**src/rtl/vga_timing_gen.sv**
```systemverilog
// vga_timing_gen: parametrised raster timing generator (pixel-tick divider, H/V counters, sync/DE decode).
// Define VGA_FETCH_EN to add the lead fetch counter pair (fetch_x/fetch_y/fetch_valid).
module vga_timing_gen #(
  parameter int H_ACTIVE   = 640,
  parameter int H_FP       = 16,
  parameter int H_SYNC     = 96,
  parameter int H_BP       = 48,
  parameter int V_ACTIVE   = 480,
  parameter int V_FP       = 10,
  parameter int V_SYNC     = 2,
  parameter int V_BP       = 33,
  parameter int CLK_DIV    = 4,
  parameter int H_POL      = 0,
  parameter int V_POL      = 0,
  parameter int FETCH_LEAD = 2,
  localparam int H_TOTAL   = H_ACTIVE + H_FP + H_SYNC + H_BP,
  localparam int V_TOTAL   = V_ACTIVE + V_FP + V_SYNC + V_BP,
  localparam int HW        = $clog2(H_TOTAL),
  localparam int VW        = $clog2(V_TOTAL)
) (
  input  logic          clk,
  input  logic          reset,
  input  logic          en,
  input  logic          clear,
  output logic          pclk_en,
  output logic          h_sync,
  output logic          v_sync,
  output logic          de,
  output logic [HW-1:0] x_pixel,
  output logic [VW-1:0] y_pixel,
  output logic          sof,
  output logic          eol
`ifdef VGA_FETCH_EN
  ,
  output logic [HW-1:0] fetch_x,
  output logic [VW-1:0] fetch_y,
  output logic          fetch_valid
`endif
);

  localparam int DW = (CLK_DIV > 1) ? $clog2(CLK_DIV) : 1;
  localparam logic [DW-1:0] DIV_LAST = DW'(CLK_DIV - 1);
  localparam logic [HW-1:0] X_LAST   = HW'(H_TOTAL - 1);
  localparam logic [VW-1:0] Y_LAST   = VW'(V_TOTAL - 1);
  localparam logic [HW-1:0] X_EOL    = HW'(H_ACTIVE);
  localparam logic          HS_ON    = 1'(H_POL);
  localparam logic          VS_ON    = 1'(V_POL);

  if (CLK_DIV < 1) begin : g_bad_div
    $error("vga_timing_gen: CLK_DIV must be >= 1");
  end
  if ((FETCH_LEAD < 1) || (FETCH_LEAD >= H_TOTAL)) begin : g_bad_lead
    $error("vga_timing_gen: FETCH_LEAD out of range");
  end

  logic [DW-1:0] div_r;
  logic [HW-1:0] x_r, x_nxt_s;
  logic [VW-1:0] y_r, y_nxt_s;
  logic          hs_r, vs_r, de_r, sof_r, eol_r;
  logic          tick_s, load_s, frame_wrap_s;

  // Raster step: x wraps at end of line and carries into y, which wraps at end of frame.
  function automatic logic [HW+VW-1:0] advance(input logic [HW-1:0] x, input logic [VW-1:0] y);
    logic [HW-1:0] xn;
    logic [VW-1:0] yn;
    if (x == X_LAST) begin
      xn = '0;
      yn = (y == Y_LAST) ? '0 : y + 1'b1;
    end else begin
      xn = x + 1'b1;
      yn = y;
    end
    return {xn, yn};
  endfunction

  function automatic logic in_active(input logic [HW-1:0] x, input logic [VW-1:0] y);
    return (int'(x) < H_ACTIVE) && (int'(y) < V_ACTIVE);
  endfunction

  function automatic logic hsync_level(input logic [HW-1:0] x);
    return ((int'(x) >= H_ACTIVE + H_FP) && (int'(x) < H_ACTIVE + H_FP + H_SYNC)) ? HS_ON : ~HS_ON;
  endfunction

  function automatic logic vsync_level(input logic [VW-1:0] y);
    return ((int'(y) >= V_ACTIVE + V_FP) && (int'(y) < V_ACTIVE + V_FP + V_SYNC)) ? VS_ON : ~VS_ON;
  endfunction

  assign tick_s       = en && (div_r == DIV_LAST);
  assign load_s       = clear || tick_s;
  assign frame_wrap_s = tick_s && (x_r == X_LAST) && (y_r == Y_LAST);

  // Next display position: clear restarts at the origin, a tick steps the raster, otherwise hold.
  always_comb begin
    x_nxt_s = x_r;
    y_nxt_s = y_r;
    if (clear) begin
      x_nxt_s = '0;
      y_nxt_s = '0;
    end else if (tick_s) begin
      {x_nxt_s, y_nxt_s} = advance(x_r, y_r);
    end else begin
      x_nxt_s = x_r;
      y_nxt_s = y_r;
    end
  end

  // Divider, counters and decodes; decodes load from the next position so they align with x/y.
  always_ff @(posedge clk or posedge reset) begin
    if (reset) begin
      div_r <= '0;
      x_r   <= '0;
      y_r   <= '0;
      hs_r  <= ~HS_ON;
      vs_r  <= ~VS_ON;
      de_r  <= 1'b0;
      sof_r <= 1'b0;
      eol_r <= 1'b0;
    end else begin
      if (clear) begin
        div_r <= '0;
      end else if (en) begin
        div_r <= (div_r == DIV_LAST) ? '0 : div_r + 1'b1;
      end else begin
        div_r <= div_r;
      end
      if (load_s) begin
        x_r  <= x_nxt_s;
        y_r  <= y_nxt_s;
        hs_r <= hsync_level(x_nxt_s);
        vs_r <= vsync_level(y_nxt_s);
        de_r <= in_active(x_nxt_s, y_nxt_s);
      end else begin
        x_r  <= x_r;
        y_r  <= y_r;
        hs_r <= hs_r;
        vs_r <= vs_r;
        de_r <= de_r;
      end
      sof_r <= clear || frame_wrap_s;
      eol_r <= !clear && tick_s && (x_nxt_s == X_EOL);
    end
  end

  assign pclk_en = tick_s;
  assign h_sync  = hs_r;
  assign v_sync  = vs_r;
  assign de      = de_r;
  assign x_pixel = x_r;
  assign y_pixel = y_r;
  assign sof     = sof_r;
  assign eol     = eol_r;

`ifdef VGA_FETCH_EN
  localparam logic [HW-1:0] FX0 = HW'(FETCH_LEAD % H_TOTAL);
  localparam logic [VW-1:0] FY0 = VW'((FETCH_LEAD / H_TOTAL) % V_TOTAL);

  logic [HW-1:0] fx_r, fx_nxt_s;
  logic [VW-1:0] fy_r, fy_nxt_s;
  logic          fv_r;

  // Next lead position: same stepping as the display pair, restarting at the lead of the origin.
  always_comb begin
    fx_nxt_s = fx_r;
    fy_nxt_s = fy_r;
    if (clear) begin
      fx_nxt_s = FX0;
      fy_nxt_s = FY0;
    end else if (tick_s) begin
      {fx_nxt_s, fy_nxt_s} = advance(fx_r, fy_r);
    end else begin
      fx_nxt_s = fx_r;
      fy_nxt_s = fy_r;
    end
  end

  // Lead counter pair and its active-area flag.
  always_ff @(posedge clk or posedge reset) begin
    if (reset) begin
      fx_r <= FX0;
      fy_r <= FY0;
      fv_r <= in_active(FX0, FY0);
    end else if (load_s) begin
      fx_r <= fx_nxt_s;
      fy_r <= fy_nxt_s;
      fv_r <= in_active(fx_nxt_s, fy_nxt_s);
    end else begin
      fx_r <= fx_r;
      fy_r <= fy_r;
      fv_r <= fv_r;
    end
  end

  assign fetch_x     = fx_r;
  assign fetch_y     = fy_r;
  assign fetch_valid = fv_r;
`endif

endmodule

```
**config.mk**
```make
export PLATFORM = sky130hd
export DESIGN_NAME = vga_timing_gen
export DESIGN_NICKNAME = d
export VERILOG_FILES = /design/src/rtl/vga_timing_gen.sv
export SDC_FILE = /design/constraint.sdc
export NUM_CORES = 1
export LEC_CHECK = 0
export BUFFER_PORTS_ARGS = -buffer_cell sky130_fd_sc_hd__buf_4
export CAP_MARGIN = 20
export CORE_ASPECT_RATIO = 0.7
export CORE_MARGIN = 3
export CORE_UTILIZATION = 35
export DETAILED_ROUTE_END_ITERATION = 6
export PLACE_DENSITY = 0.57
export REMOVE_ABC_BUFFERS = 1
export SYNTH_ARGS = -nofsm -noshare
export SYNTH_HDL_FRONTEND = slang
export SYNTH_SLANG_ARGS = --single-unit
```
**constraint.sdc**
```tcl
create_clock -name clk -period 5.25 [get_ports clk]
set_input_delay 0.2625 -clock clk [delete_from_list [all_inputs] [get_ports clk]]
set_output_delay 0.2625 -clock clk [all_outputs]
set_load 0.05 [all_outputs]
```
==> summary.txt <==
Clock tree
  • Hold-fix buffers, CTS: 0
  • Clock slew at reported path FFs: 100 ps
  • Post CTS Setup Buffer Count: 0
  • Clk Latency, worst-skew pair: 280 ps
  • # resized after CTS: 0
  • CTS max path bufs: 2
  • CTS root buf: clkbuf_8
  • CTS tree: done
  • H-tree Lvls: 1
  • CTS buffer count: 3
  • Clock Sinks: 27

Pwr
  • Sw Pwr: 0.0860 mW
  • Clock power share: 0.337
  • Leak pwr: 0.824 nW
  • Internal Pwr Total: 0.273 mW
  • Pwr Density: 182 nW/um2
  • Switching share of power: 0.240
  • Worst vdd ir: 0.108 mV
  • Comb power frac: 0.071
  • Relative contribution of sequential cells to total power: 0.591

Global routing
  • Vias in the first global route: 1275
  • Antenna violations before repair: 0
  • Grt ovf: 0
  • Largest net degree at the start of global routing: 28
  • First-pass GRT wire length: 7.09 mm
  • Global Route Usage Sum: 0.159

Timing
  • Fin worst setup slack: 2320 ps
  • Final period util: 0.559
  • Achievable frequency: 0.341 GHz
  • Clock skew: 9.27 ps
  • Worst Tran Pin Value: 830 ps
  • Setup TNS Final: 0 ps
  • Fin crit period: 2930 ps
  • Endpoints failing setup: 0
  • Hold slack final: 38.8 ps
  • Final Hold Fails: 0
  • Slew margin rel.: 0.446
  • Max-slew violation count: 0
  • Unrepaired setup endpoints after global routing: false

Critical path
  • WS Path Type: flip-flop to flip-flop
  • Crit. End Element: flip-flop
  • Worst Path Max Fanout: 11
  • Crit path required time: 5410 ps
  • Crit path launch type: flip-flop
  • Crit path from: x_pixel[0]$_DFFE_PP0P_
  • Arr. time, crit path: 3090 ps
  • R2r startpoint: x_pixel[0]$_DFFE_PP0P_

Place
  • RD Place Congestion: 0.822
  • Pre-CTS WS: 2280 ps
  • Port Buffers: 29
  • Cell count after placement: 261
  • HPWL after detailed placement: 3.05 mm

Synthesis
  • EDFF count, synth: 0
  • Top cell type's share of synthesized area: 0.374
  • Sequential area share after synthesis: 0.406
  • Post-Syn Instances: 186
  • Top cell type by total area after synthesis: dfrtp_1
  • Synth async-reset ratio: 1.00
  • Synth warnings: 0
  • Synth Flop Type: dfrtp_1
  • Flops & latches, synth: 27
  • Synth area leaders: dfrtp_1 37%, nor2_1 5.4%, xnor2_1 4.2%, xor2_1 3.7%, nand2_1 3.6%
  • Synthesized area per cell: 8.99 um2
  • Post-synth cell types: 49
  • Top-count cell post-synth: dfrtp_1
  • Commonest cells in the netlist: 25 x dfrtp_1, 24 x nor2_1, 16 x nand2_1
  • Mapped Area: 1670 um2

Routing
  • Pre-antenna DRT Iters: 5
  • WL/cell: 15.9 um
  • DR vias/cell: 5.50
  • Drt drc: 0
  • Number of DRC markers in iteration 0: 73
  • Vias after detailed routing: 1464
  • Detailed-route wire length: 4.23 mm
  • Remaining antenna violation count: 0

Status
  • Status: completed

Floorplan
  • IO Pins: 30
  • Core region area: 4480 um2
  • Die height: 63.8 um
  • Initial Utilization: 0.373
  • Die ar.: 5650 um2
  • Chip Width: 88.6 um
  • Site row count: 20

Cells and area
  • Area grow syn2layout: 18.1%
  • Share of cells above drive strength 1: 0.213
  • Final layout net count: 220
  • Non-filler cells, final: 266
  • Fill count: 452
  • N_diodes: 0

Run
  • Max-cap viol count: 0

Min path
  • Path type of the worst min-delay path: input pin to async pin
critical path: stages, from the launching register on:
cell and delay [ps]:
dfrtp_1 450, ha_1 250, nand3_1 250, or4_4 620, o21bai_1 690, nor2_1 160
o41ai_1 400
flip-flops by register name, indices dropped and copies added, names as in the netlist:
| name | flops |
|---|---|
| v_sync | 1 |
| h_sync | 1 |
| eol | 1 |
| x_pixel | 10 |
| y_pixel | 10 |
| sof | 1 |
| div_r | 2 |
| de | 1 |
final timing paths:
check	to	slack, ps	cells past startpoint
setup / recovery	de$_DFFE_PP0P_	2320	6
hold reg to reg	de$_DFFE_PP0P_	510	2
setup reg to reg	de$_DFFE_PP0P_	2320	6
min in group clk	div_r[0]$_DFFE_PP0P_	290	3
hold / removal	sof$_DFF_PP0_	40	3
max in group asynchronous	v_sync$_DFFE_PP1P_	4890	3
through the flow:
step	utilization	cell area (um2)	power [mW]
after floorplan	-	1620	0.231
after global placement	0.429	1920	0.242
after detailed placement	0.429	1920	0.242
after CTS	0.439	1970	0.368
after global routing	0.441	1970	0.376
final	0.441	1970	0.359
kinds of logic (layout without fill, tap and decap cells):
kind of cell,after synthesis,count (layout),share of synthesized area
AO/OA/AOI/OAI,33,33,0.147
XOR/XNOR,15,15,0.0786
adder cells (fa/ha/maj),4,4,0.0299
buffers and inverters,20,45,0.0509
flip-flops,27,27,0.406
multiplexers,2,2,0.0120
AND/OR/NAND/NOR,85,85,0.276
metal layers:
metal  part of all wire  global-route usage  vias to the layer above
li1                   -                   -                      722
met1               0.54               0.275                      706
met5                  0                   0                        -
met4             0.0069              0.0283                        0
met3              0.045              0.0296                        2
met2               0.41               0.197                       34
power by group through the flow:
stage / registers [mW] / logic [mW] / clock network, mW
2_1_floorplan: 0.220 / 0.0113 / 0
3_5_place_dp: 0.216 / 0.0262 / 0
6_report: 0.212 / 0.0256 / 0.121
5_1_grt: 0.213 / 0.0285 / 0.135
3_3_place_gp: 0.216 / 0.0261 / 0
4_1_cts: 0.212 / 0.0265 / 0.129
cell usage in the layout, fill, tap and decap left out, drive strengths merged, types with 3 or more instances in the layout:
cell type	netlist	layout
a21oi	6	6
and3	4	4
buf	7	32
clkbuf	4	4
dfrtp	25	25
ha	4	4
inv	9	9
nand2	16	16
nand2b	3	3
nand3	5	5
nand4	8	8
nor2	24	24
nor3	10	10
nor4	5	5
o21ai	3	3
o41ai	4	4
xnor2	8	8
xor2	7	7
layout make-up:
type / instances / area, um2 / area share
clock buffer: 4 / 45.0 / 0.0228
timing repair buffer: 32 / 240 / 0.122
multi-input combinational: 139 / 908 / 0.460
sequential: 27 / 678 / 0.343
inverter: 9 / 33.8 / 0.0171
tap: 55 / 68.8 / 0.0349
No activity file was read; power rests on OpenSTA's default activity.
